==> config.mk <==
export PLATFORM = sky130hd
export DESIGN_NAME = serial_to_parallel_aligner
export DESIGN_NICKNAME = d
export VERILOG_FILES = /design/src/rtl/serial_to_parallel_aligner.sv
export SDC_FILE = /design/constraint.sdc
export NUM_CORES = 1
export LEC_CHECK = 0
export BUFFER_PORTS_ARGS = -buffer_cell sky130_fd_sc_hd__clkbuf_2
export CORE_ASPECT_RATIO = 1.4
export CORE_MARGIN = 1
export CORE_UTILIZATION = 54
export DETAILED_ROUTE_END_ITERATION = 12
export PLACE_DENSITY = 0.83
export RECOVER_POWER = 25
export SLEW_MARGIN = 20
export SYNTH_ARGS = -nofsm -noshare
export SYNTH_HDL_FRONTEND = slang
export SYNTH_SLANG_ARGS = --single-unit
==> constraint.sdc <==
create_clock -name clk32f -period 1.9 [get_ports clk32f]
set_input_delay 0.19 -clock clk32f [delete_from_list [all_inputs] [get_ports clk32f]]
set_output_delay 0.19 -clock clk32f [all_outputs]
set_load 0.1 [all_outputs]
==> src/rtl/serial_to_parallel_aligner.sv <==
`default_nettype none
// ============================================================================
// Module   : serial_to_parallel_aligner
// Brief    : MSB-first serial-to-byte converter with COM-character alignment
//            lock. Optional macro S2P_BYTE_STROBE_EN adds a byte_strobe pulse.
// Revision : 1.0 - initial release
// ============================================================================
module serial_to_parallel_aligner #(
    parameter logic [7:0] COM        = 8'hBC,
    parameter logic [7:0] IDLE       = 8'h7C,
    parameter int         LOCK_COUNT = 4
) (
    input  logic       clk32f,
    input  logic       reset,
    input  logic       data_in,
    output logic [7:0] data_out_c,
    output logic       valid_out_c,
    output logic       active
`ifdef S2P_BYTE_STROBE_EN
    ,
    output logic       byte_strobe
`endif
);

    localparam logic [2:0] LOCK_TARGET = 3'(LOCK_COUNT);

    typedef enum logic [1:0] {
        SEARCH  = 2'd0,
        LOCKING = 2'd1,
        ACTIVE  = 2'd2
    } state_t;

    state_t     state;
    logic [7:0] sr;
    logic [2:0] bit_cnt;
    logic [2:0] com_cnt;

    logic [7:0] nxt;
    logic       boundary;
    logic       is_com;
    logic       is_payload;

    // Candidate byte includes the bit currently on the line.
    assign nxt        = {sr[6:0], data_in};
    assign boundary   = (bit_cnt == 3'd7);
    assign is_com     = (nxt == COM);
    assign is_payload = (nxt != COM) && (nxt != IDLE);

    always_ff @(posedge clk32f) begin
        if (reset) begin
            state       <= SEARCH;
            sr          <= 8'h00;
            bit_cnt     <= 3'd0;
            com_cnt     <= 3'd0;
            data_out_c  <= 8'h00;
            valid_out_c <= 1'b0;
            active      <= 1'b0;
`ifdef S2P_BYTE_STROBE_EN
            byte_strobe <= 1'b0;
`endif
        end else begin
            sr      <= nxt;
            bit_cnt <= bit_cnt + 3'd1;
`ifdef S2P_BYTE_STROBE_EN
            byte_strobe <= 1'b0;
`endif
            case (state)
                SEARCH: begin
                    // Any bit position may start a lock; the counter is
                    // re-phased so the next boundary lands 8 bits later.
                    if (is_com) begin
                        bit_cnt <= 3'd0;
                        if (LOCK_COUNT == 1) begin
                            state   <= ACTIVE;
                            active  <= 1'b1;
                            com_cnt <= 3'd0;
                        end else begin
                            state   <= LOCKING;
                            com_cnt <= 3'd1;
                        end
                    end
                end
                LOCKING: begin
                    if (boundary) begin
                        if (is_com) begin
                            if (com_cnt + 3'd1 == LOCK_TARGET) begin
                                state   <= ACTIVE;
                                active  <= 1'b1;
                                com_cnt <= 3'd0;
                            end else begin
                                com_cnt <= com_cnt + 3'd1;
                            end
                        end else begin
                            state   <= SEARCH;
                            com_cnt <= 3'd0;
                        end
                    end
                end
                ACTIVE: begin
                    // Lock is sticky until reset; every boundary delivers a byte.
                    if (boundary) begin
                        data_out_c  <= nxt;
                        valid_out_c <= is_payload;
`ifdef S2P_BYTE_STROBE_EN
                        byte_strobe <= 1'b1;
`endif
                    end
                end
                default: begin
                    state   <= SEARCH;
                    active  <= 1'b0;
                    com_cnt <= 3'd0;
                end
            endcase
        end
    end

endmodule
`default_nettype wire

=== Word-level counts from Yosys, hierarchy flattened ===
Cells that the tools add are included.

* Bits in registers: 25
* Input port bits: 3
* Output and inout port bits: 10
* Logic and storage cells: 46

* Add/sub/neg operators: 2
* Eq/ne operators: 12
* Muxes and demuxes: 16
* Bitwise operators: 2
* Reductions and logical operators: 7

{| class="wikitable"
|+ Operator list
! cell !! count
|-
| 3-bit two-way mux || 6
|-
| 3-bit case mux with 3 select lines || 1
|-
| 8-bit equality test, second input constant || 1
|-
| 2-bit two-way mux || 4
|-
| 2-bit inequality test, second input constant || 4
|-
| 8-bit by 7-bit inequality test with 1-bit output, second input constant || 1
|-
| 8-bit inequality test, second input constant || 1
|-
| 4-bit AND reduction || 2
|-
| 3-bit by 1-bit adder with 3-bit output, second input constant || 2
|-
| 3-bit equality test, second input constant || 2
|-
| 2-bit case mux with 3 select lines || 1
|-
| 1-bit two-way mux || 3
|-
| 3-bit inequality test, second input constant || 1
|-
| 3-bit AND reduction || 1
|-
| 2-bit by 1-bit equality test with 1-bit output, second input constant || 1
|-
| 2-bit equality test, second input constant || 1
|-
| 2-bit logical NOT || 1
|-
| 1-bit NOT || 2
|-
| 1-bit case mux with 2 select lines || 1
|-
| 2-bit AND reduction || 1
|-
| 2-bit OR reduction || 1
|-
| 1-bit logical AND || 1
|}

=== Logic depth before layout (Yosys ltp) ===
Gate-level depths: netlist (run 1).

* Word-level depth: 6
* Depth in mapped cells: 7
* Depth with buffers taken out: 6

=== Worst setup path before layout (run 1) ===
Ideal clock, no wire load.

* Path type: flip-flop to flip-flop
* From: reg bit_cnt[0]
* To: reg valid_out_c
* Library setup time: 0.132 ns
* Data arrival time: 1.408 ns
* Data required time: 1.768 ns
* Setup slack: 0.361 ns
* Cell stages (with the launch flop): 8
* Path buffers: 1
* Clock period less this slack: 1.539 ns
* Path through: dfxtp_1 > ha_1 > ha_1 > inv_1 > or2_1 > buf_6 > nor4_2 > nor3_1

* Cells in the longest elaborated chain, start to end: 2

{| class="wikitable"
|+ Ends and longest elaborated chain
! item !! line !! source
|-
| start, declared || 35 || <nowiki>logic [2:0] bit_cnt;</nowiki>
|-
| start signal, assigned || 63 || <nowiki>bit_cnt <= bit_cnt + 3'd1;</nowiki>
|-
| 3-bit equality test || 45 || <nowiki>assign boundary = (bit_cnt == 3'd7);</nowiki>
|-
| 2-bit AND reduction (no line) || - ||
|-
| end signal, assigned || 103 || <nowiki>valid_out_c <= is_payload;</nowiki>
|-
| end, declared || 17 || <nowiki>output logic valid_out_c,</nowiki>
|}

No other way between the ends.
A chain may end at the register's enable or synchronous reset.

=== Worst setup path in the final report (run 1) ===
Same ends and word-level chain as after synthesis.

==> impl_metrics.ini, run 1 <==
[floorplan]
dieArea_um2 = 2030
initial_utilization_pct = 57.0
row_count = 18
pin_count = 13
coreArea_um2 = 1760
dieHeight_um = 52.9
die_w_um = 38.4

[placement]
post-place-cells = 124
numPortBuffers = 12
placed_area_um2 = 1060
hpwlAfterDp_um = 1200
gp_congestion = 0.774

[timing]
slew_headroom_pct = 36.8
min_period_ns = 1.66
holdWs_ns = 0.122
tns_ns = 0
final-hold-violation-count = 0
maxSlewViolCount = 0
timing.fmax_mhz = 603
worst_slew_pin_slew_ns = 0.948
clock_skew_ns = 0.00793
fin_crit_sh_pct = 87.2
setup_viol = 0
grt_setup_unrepaired = no

[status]
outcome = complete, no violations

[pwr]
irDropWorstVdd_v = 0.000672
cellLeakagePower_uw = 0.000476
power_per_cell_area_nw_per_um2 = 718

[clock_network]
cts_hold_buf = 0
cts_resized = 0
post_cts_buffers = 0
cts_buffers = 3
clkTransAtPathRegs_ns = 0.13
cts_sinks = 25
root_buffer = clkbuf_4
htreeDepth = 1
clock_latency_ns = 0.31
cts_buffer_depth = 2
cts_tree = yes

[logic_synthesis]
syn-num-nets = 103
yosys_warnings = 0
avgSynthCellArea_um2 = 10.4
yosysTopAreaCell = dfxtp_1
yosysSeqAreaShare_pct = 50.0
synth_seq_cells = 25
synth_area_leaders = dfxtp_1 (50%), mux2i_1 (9.0%), ha_1 (5.0%)
synthFlopType = dfxtp_1
ys_async_sr_fraction_pct = 0
synth_cells = 96
syn_area_um2 = 1000
synth-edff-count = 0
synth_cell_type_count = 26
yosysTopAreaCellShare_pct = 50.0

[worst_setup_path]
criticalPathCategory = reg2reg
crit_path_end_kind = flip-flop
worstPathRequired_ns = 2.07
arrival_ns = 1.83
cp_max_fo = 10
start_kind = flip-flop

[cells_and_area]
stdcell_count = 128
final_cell_mix = dfxtp_1 (25), nor2_1 (11), clkbuf_2 (11), mux2i_1 (9), nor2b_1 (8)
final_common_cell = dfxtp_1
finalNetCount = 116
drive_gt1_share_pct = 16.7
n_antenna_cell = 0
postLayoutCellArea_um2 = 1090
area_growth_pct = 8.50

[drt]
routed_via_density = 5.38
drt_iter0_drc = 7
wl_um = 1590
antenna_left = 0
routedWlPerCell_um = 12.4
drcViolationCount = 0
drtPass1Iterations = 4
num_vias = 688

[grt]
grt_pass1_vias = 666
busiest_layer = met2
use_met2_pct = 33.3
antenna_found_initial = 0
grt_use_met1_pct = 21.7
overflow = 0
met3_usage_pct = 3.78
grt_pass1_wl_um = 2720
track_usage_pct = 19.1
grt_max_degree = 25

[flow_run]
maxCapViolCount = 0

[min_path]
hp-class = in2reg
## sequential cells by signal (all words and copies together), names as in the netlist
signal       cells
sr               7
state            2
active           1
com_cnt          3
valid_out_c      1
data_out_c       8
bit_cnt          3
## critical path, stage by stage (launching register included)
cell and delay (ns):
dfxtp_1 0.35, ha_1 0.15, ha_1 0.26, inv_1 0.10, or2_4 0.33, nor4_2 0.28
nor3_1 0.06
## area by class of cell
class	count	area, µm²
Inverter	1	3.75
Sequential cell	25	500
Clock buffer	3	22.5
Multi-Input combinational cell	66	470
Tap cell	20	25.0
Timing Repair Buffer	12	58.8
Clock inverter	1	5.00
Fill cell	151	671
## cell families after synthesis
logic type	share of synthesized area (%)
xor+xnor	1.75
buf+inv	2.62
simple gates	25.5
fa+ha+maj	5.00
mux	9.00
flops	50.0
compound gates	6.13
## synthesized netlist by cell type (2+ instances only)
| cell | count |
|---|---|
| nand4b_1 | 2 |
| a21oi_1 | 4 |
| nor2_1 | 11 |
| nor2b_1 | 8 |
| nand3_1 | 2 |
| nand2_1 | 3 |
| nand3b_1 | 2 |
| ha_1 | 4 |
| o21ai_0 | 2 |
| and2_1 | 3 |
| clkbuf_1 | 3 |
| nor4_2 | 2 |
| dfxtp_1 | 25 |
| nor3_1 | 4 |
| a22oi_1 | 2 |
| mux2i_1 | 9 |
## stage by stage
stage | utilization (%) | setup WS (ns) | total power (µW)
after floorplan | - | 0.361 | 564
after global placement | 60.5 | 0.204 | 570
after detailed placement | 60.5 | 0.106 | 571
after CTS | 62.1 | 0.118 | 795
after global routing | 61.8 | 0.0805 | 817
final | 61.8 | 0.242 | 779
## power by group
group	leakage, µW	switching [µW]	internal [µW]
clock	0.0000177	142	78.5
combinational	0.000256	11.6	9.40
sequential	0.000203	5.12	533
total	0.000476	159	621
## routing by layer
| metal | up-vias | share of wire [%] | wire length [µm] |
|---|---|---|---|
| met3 | 2 | 2.1 | 33 |
| met5 | - | 0 | 0 |
| met4 | 0 | 0.82 | 13 |
| met1 | 322 | 44 | 702 |
| met2 | 7 | 53 | 844 |
| li1 | 357 | - | - |
## path summary, 6_finish.rpt
kind | start | to | slack, ns | cells after the start
max | bit_cnt[0] | valid_out_c | 0.24 | 6
min | data_in | sr[0] | 0.12 | 2
max reg2reg | bit_cnt[0] | valid_out_c | 0.24 | 6
min reg2reg | bit_cnt[0] | bit_cnt[0] | 0.44 | 1
Note: power is estimated with default switching activity, not from simulation.
==> inputs of run 2 (changes only) <==
- BUFFER_PORTS_ARGS: -buffer_cell sky130_fd_sc_hd__clkbuf_2 -> -buffer_cell sky130_fd_sc_hd__buf_2
==> impl_metrics.ini, run 2 (same netlist as run 1, synthesis figures left out) <==
[timing]
tns_ns = 0
final-hold-violation-count = 0
setup_ws_ns = 0.177
clock_skew_ns = 0.00360
setup_viol = 0
min_period_ns = 1.72
grt_setup_unrepaired = no
maxSlewViolCount = 0
fin_crit_sh_pct = 90.7
slew_headroom_pct = 66.6
timing.fmax_mhz = 580
worst_slew_pin_slew_ns = 0.496

[clock_network]
clkTransAtPathRegs_ns = 0.12
cts_tree = yes
root_buffer = clkbuf_4
cts_buffer_depth = 2
cts_buffers = 3
cts_hold_buf = 0
htreeDepth = 1
cts_sinks = 25
post_cts_buffers = 0
clock_latency_ns = 0.30

[pwr]
comb_power_share_pct = 2.7
irDropWorstVdd_v = 0.000586
p_seq_share_pct = 68.8
p_clk_share_pct = 28.4
switching_share_pct = 20.1
p_int_uw = 624
p_sw_uw = 157
power_per_cell_area_nw_per_um2 = 721
cellLeakagePower_uw = 0.000484

[grt]
grt_pass1_vias = 622
grt_pass1_wl_um = 2580
track_usage_pct = 17.8
grt_max_degree = 25
overflow = 0
antenna_found_initial = 0

[floorplan]
dieArea_um2 = 2030
pin_count = 13
die_w_um = 38.4
coreArea_um2 = 1760
initial_utilization_pct = 57.0
dieHeight_um = 52.9
row_count = 18

[status]
outcome = finished with violations
violations = design-rule violations

[worst_setup_path]
arrival_ns = 1.91
crit_path_end_kind = flip-flop
start_kind = flip-flop
worstPathRequired_ns = 2.09
cp_max_fo = 10
criticalPathCategory = reg2reg

[cells_and_area]
top_register = data_out_c
finalNetCount = 116
largest_reg_flops = 8
n_antenna_cell = 0
area_growth_pct = 8.25
final_cell_mix = dfxtp_1 (25), buf_2 (12), nor2_1 (11), mux2i_1 (9), nor2b_1 (8)
reg_top3 = data_out_c: 8 flops, sr: 7 flops
final_common_cell = dfxtp_1
drive_gt1_share_pct = 16.7

[placement]
hpwlAfterDp_um = 1170
numPortBuffers = 12
place_ws_ns = 0.150
gp_congestion = 0.758

[drt]
routed_via_density = 5.45
routedWlPerCell_um = 12.4
drcViolationCount = 1
antenna_left = 0
num_vias = 697
drtPass1Iterations = 8
wl_um = 1580
drt_iter0_drc = 8

[flow_run]
maxCapViolCount = 0

[min_path]
hp-class = in2reg
==> run 2: power groups by stage <==
stage	clock network [µW]	logic, µW	registers [µW]
4_1_cts	229	22.1	538
2_1_floorplan	0	15.7	548
3_5_place_dp	0	22.0	550
3_3_place_gp	0	21.0	549
5_1_grt	244	24.7	539
6_report	222	21.4	538
==> run 2: what timing repair did <==
item,in CTS,in global routing
hold endpoints to repair,0,0
gates resized for setup,0,1
setup endpoints to repair,0,1
==> run 2: per-stage QoR <==
stage | hold slack, ns | util (%) | power, µW | cell area, µm² | cells
after floorplan | 0.262 | - | 564 | 1000 | 96
after global placement | 0.414 | 60.5 | 570 | 1060 | 124
after detailed placement | 0.431 | 60.5 | 572 | 1060 | 124
after CTS | 0.125 | 62.0 | 789 | 1090 | 128
after global routing | 0.126 | 61.7 | 808 | 1080 | 128
final | 0.133 | 61.7 | 781 | 1080 | 128
==> run 2: routing by layer <==
metal | share of wire (%) | wire, µm | GRT usage (%) | up-vias
li1 | - | - | - | 358
met1 | 46 | 721 | 21.4 | 326
met2 | 51 | 801 | 30.2 | 11
met3 | 2.8 | 45 | 3.78 | 2
met4 | 0.82 | 13 | 6.90 | 0
met5 | 0 | 0 | 0 | -
==> run 2: cell type report <==
cell class	count	area (µm²)
well taps	20	25.0
flip-flops and latches	25	500
inverters	1	3.75
repair buffers	12	60.1
multi-input cells	66	468
fillers	156	673
clock buffers	4	26.3
==> run 2: worst paths after layout <==
check                endpoint  cells after the start  slack (ns)       start
hold / removal          sr[0]                      2        0.13     data_in
setup / recovery  valid_out_c                      6        0.18  bit_cnt[0]
setup reg to reg  valid_out_c                      6        0.18  bit_cnt[0]
hold reg to reg    bit_cnt[0]                      1        0.44  bit_cnt[0]
==> run 2: worst max-delay path, cell delays in order, from the launching register on <==
cell,delay [ns]
dfxtp_1,0.36
ha_1,0.14
ha_1,0.23
inv_1,0.09
or2_2,0.43
nor4_2,0.30
nor3_1,0.06
==> inputs of run 3 (changes only) <==
- CORE_UTILIZATION: 54 -> 40
- CTS_BUF_LIST: not set -> sky130_fd_sc_hd__clkbuf_8
- PLACE_DENSITY: 0.83 -> 0.67
==> impl_metrics.ini, run 3 (same netlist as run 1, synthesis figures left out) <==
[worst_setup_path]
cp_max_fo = 10
start_kind = flip-flop
worstPathRequired_ns = 2.02
crit_path_end_kind = flip-flop
arrival_ns = 1.79
criticalPathCategory = reg2reg

[placement]
gp_congestion = 0.842
hpwlAfterDp_um = 1150
post-place-cells = 138
place_ws_ns = 0.130
numPortBuffers = 12

[timing]
final-hold-violation-count = 0
slew_headroom_pct = 23.2
clock_skew_ns = 0.00147
tns_ns = 0
grt_setup_unrepaired = no
setup_viol = 0
min_period_ns = 1.67
fin_crit_sh_pct = 87.9
worst_slew_pin_slew_ns = 1.16
holdWs_ns = 0.169
maxSlewViolCount = 0
timing.fmax_mhz = 599
setup_ws_ns = 0.230

[min_path]
hp-class = in2reg

[pwr]
power_per_cell_area_nw_per_um2 = 769
comb_power_share_pct = 2.5
p_sw_uw = 180
p_clk_share_pct = 35.5
p_seq_share_pct = 62.0
p_int_uw = 686
irDropWorstVdd_v = 0.000491
cellLeakagePower_uw = 0.000490
switching_share_pct = 20.8

[status]
outcome = complete, no violations

[cells_and_area]
top_register = data_out_c
stdcell_count = 142
reg_top3 = data_out_c: 8 flops, sr: 7 flops
final_common_cell = dfxtp_1
finalNetCount = 116
final_cell_mix = dfxtp_1 (25), nor2_1 (11), buf_2 (10), mux2i_1 (9), nor2b_1 (8)
area_growth_pct = 12.5
multi_input_area_um2 = 477
largest_reg_flops = 8
regArea_um2 = 500
n_antenna_cell = 0
final_util_pct = 47.1
fillers = 230
drive_gt1_share_pct = 15.7

[grt]
track_usage_pct = 14.7
grt_pass1_wl_um = 2920
grt_max_degree = 25
overflow = 0
antenna_found_initial = 0
grt_pass1_vias = 611

[drt]
antenna_left = 0
drtPass1Iterations = 3
num_vias = 693
routedWlPerCell_um = 11.8
routed_via_density = 4.88
drt_iter0_drc = 12
wl_um = 1680
drcViolationCount = 0

[clock_network]
root_buffer = clkbuf_8
post_cts_buffers = 0
clkTransAtPathRegs_ns = 0.09
cts_buffers = 3
cts_sinks = 25
clock_latency_ns = 0.26
htreeDepth = 1
cts_tree = yes
cts_buffer_depth = 2

[floorplan]
dieArea_um2 = 2710
coreArea_um2 = 2390
die_w_um = 44.3
pin_count = 13
dieHeight_um = 61.2
initial_utilization_pct = 41.9
row_count = 21

[flow_run]
maxCapViolCount = 0
## run 3: cell count changes in the layout (fill, tap and decap cells not counted)
cell and change:
clkbuf_8 +3, or2_2 -1, or2_4 +1, nor4_2 +1
nor4_1 -1, clkbuf_4 -3, buf_2 -2, inv_1 +1
clkbuf_1 +1
## run 3: final cells by class
class	instances	share of cell area (%)
sequential	25	44.4
timing repair buffer	12	5.11
tap	34	3.78
clock inverter	1	0.333
inverter	1	0.333
clock buffer	3	3.67
multi-input combinational	66	42.3
## run 3: worst paths after layout
check / from / slack, ns / cells past startpoint / end
worst max register to register: bit_cnt[0] / 0.23 / 6 / valid_out_c
worst min register to register: bit_cnt[0] / 0.43 / 1 / bit_cnt[0]
worst min-delay path: data_in / 0.17 / 2 / sr[0]
worst max-delay path: bit_cnt[0] / 0.23 / 6 / valid_out_c
## run 3: stage by stage
| step | total power (µW) | cell area, µm² |
|---|---|---|
| 2_1_floorplan | 564 | 1000 |
| 3_3_place_gp | 570 | 1080 |
| 3_5_place_dp | 571 | 1080 |
| 4_1_cts | 877 | 1130 |
| 5_1_grt | 899 | 1130 |
| 6_report | 866 | 1130 |
## run 3: power by group through the flow
stage | sequential (µW) | clock [µW] | combinational (µW)
global placement | 549 | 0 | 21.2
global route | 538 | 334 | 27.1
CTS | 537 | 318 | 22.6
finish | 537 | 308 | 21.8
floorplan | 548 | 0 | 15.7
detailed placement | 549 | 0 | 22.3
## run 3: worst max-delay path, cell delays in order (launching register included)
cell and delay [ns]:
dfxtp_1 0.34, ha_1 0.15, ha_1 0.25, inv_1 0.10, or2_4 0.34, nor4_2 0.28
nor3_1 0.06
## run 3: repair_timing
item | CTS | global route
resized for setup | 0 | 2
hold buffers | 0 | 0
endpoints found under the setup margin | 0 | 2
## run 3: routing by layer
metal	track usage, %	up-vias	part of all wire, %
met5	0	-	0
met4	7.79	0	1.3
met3	2.64	2	1.9
met2	20.6	8	46
met1	21.4	326	50
li1	-	357	-
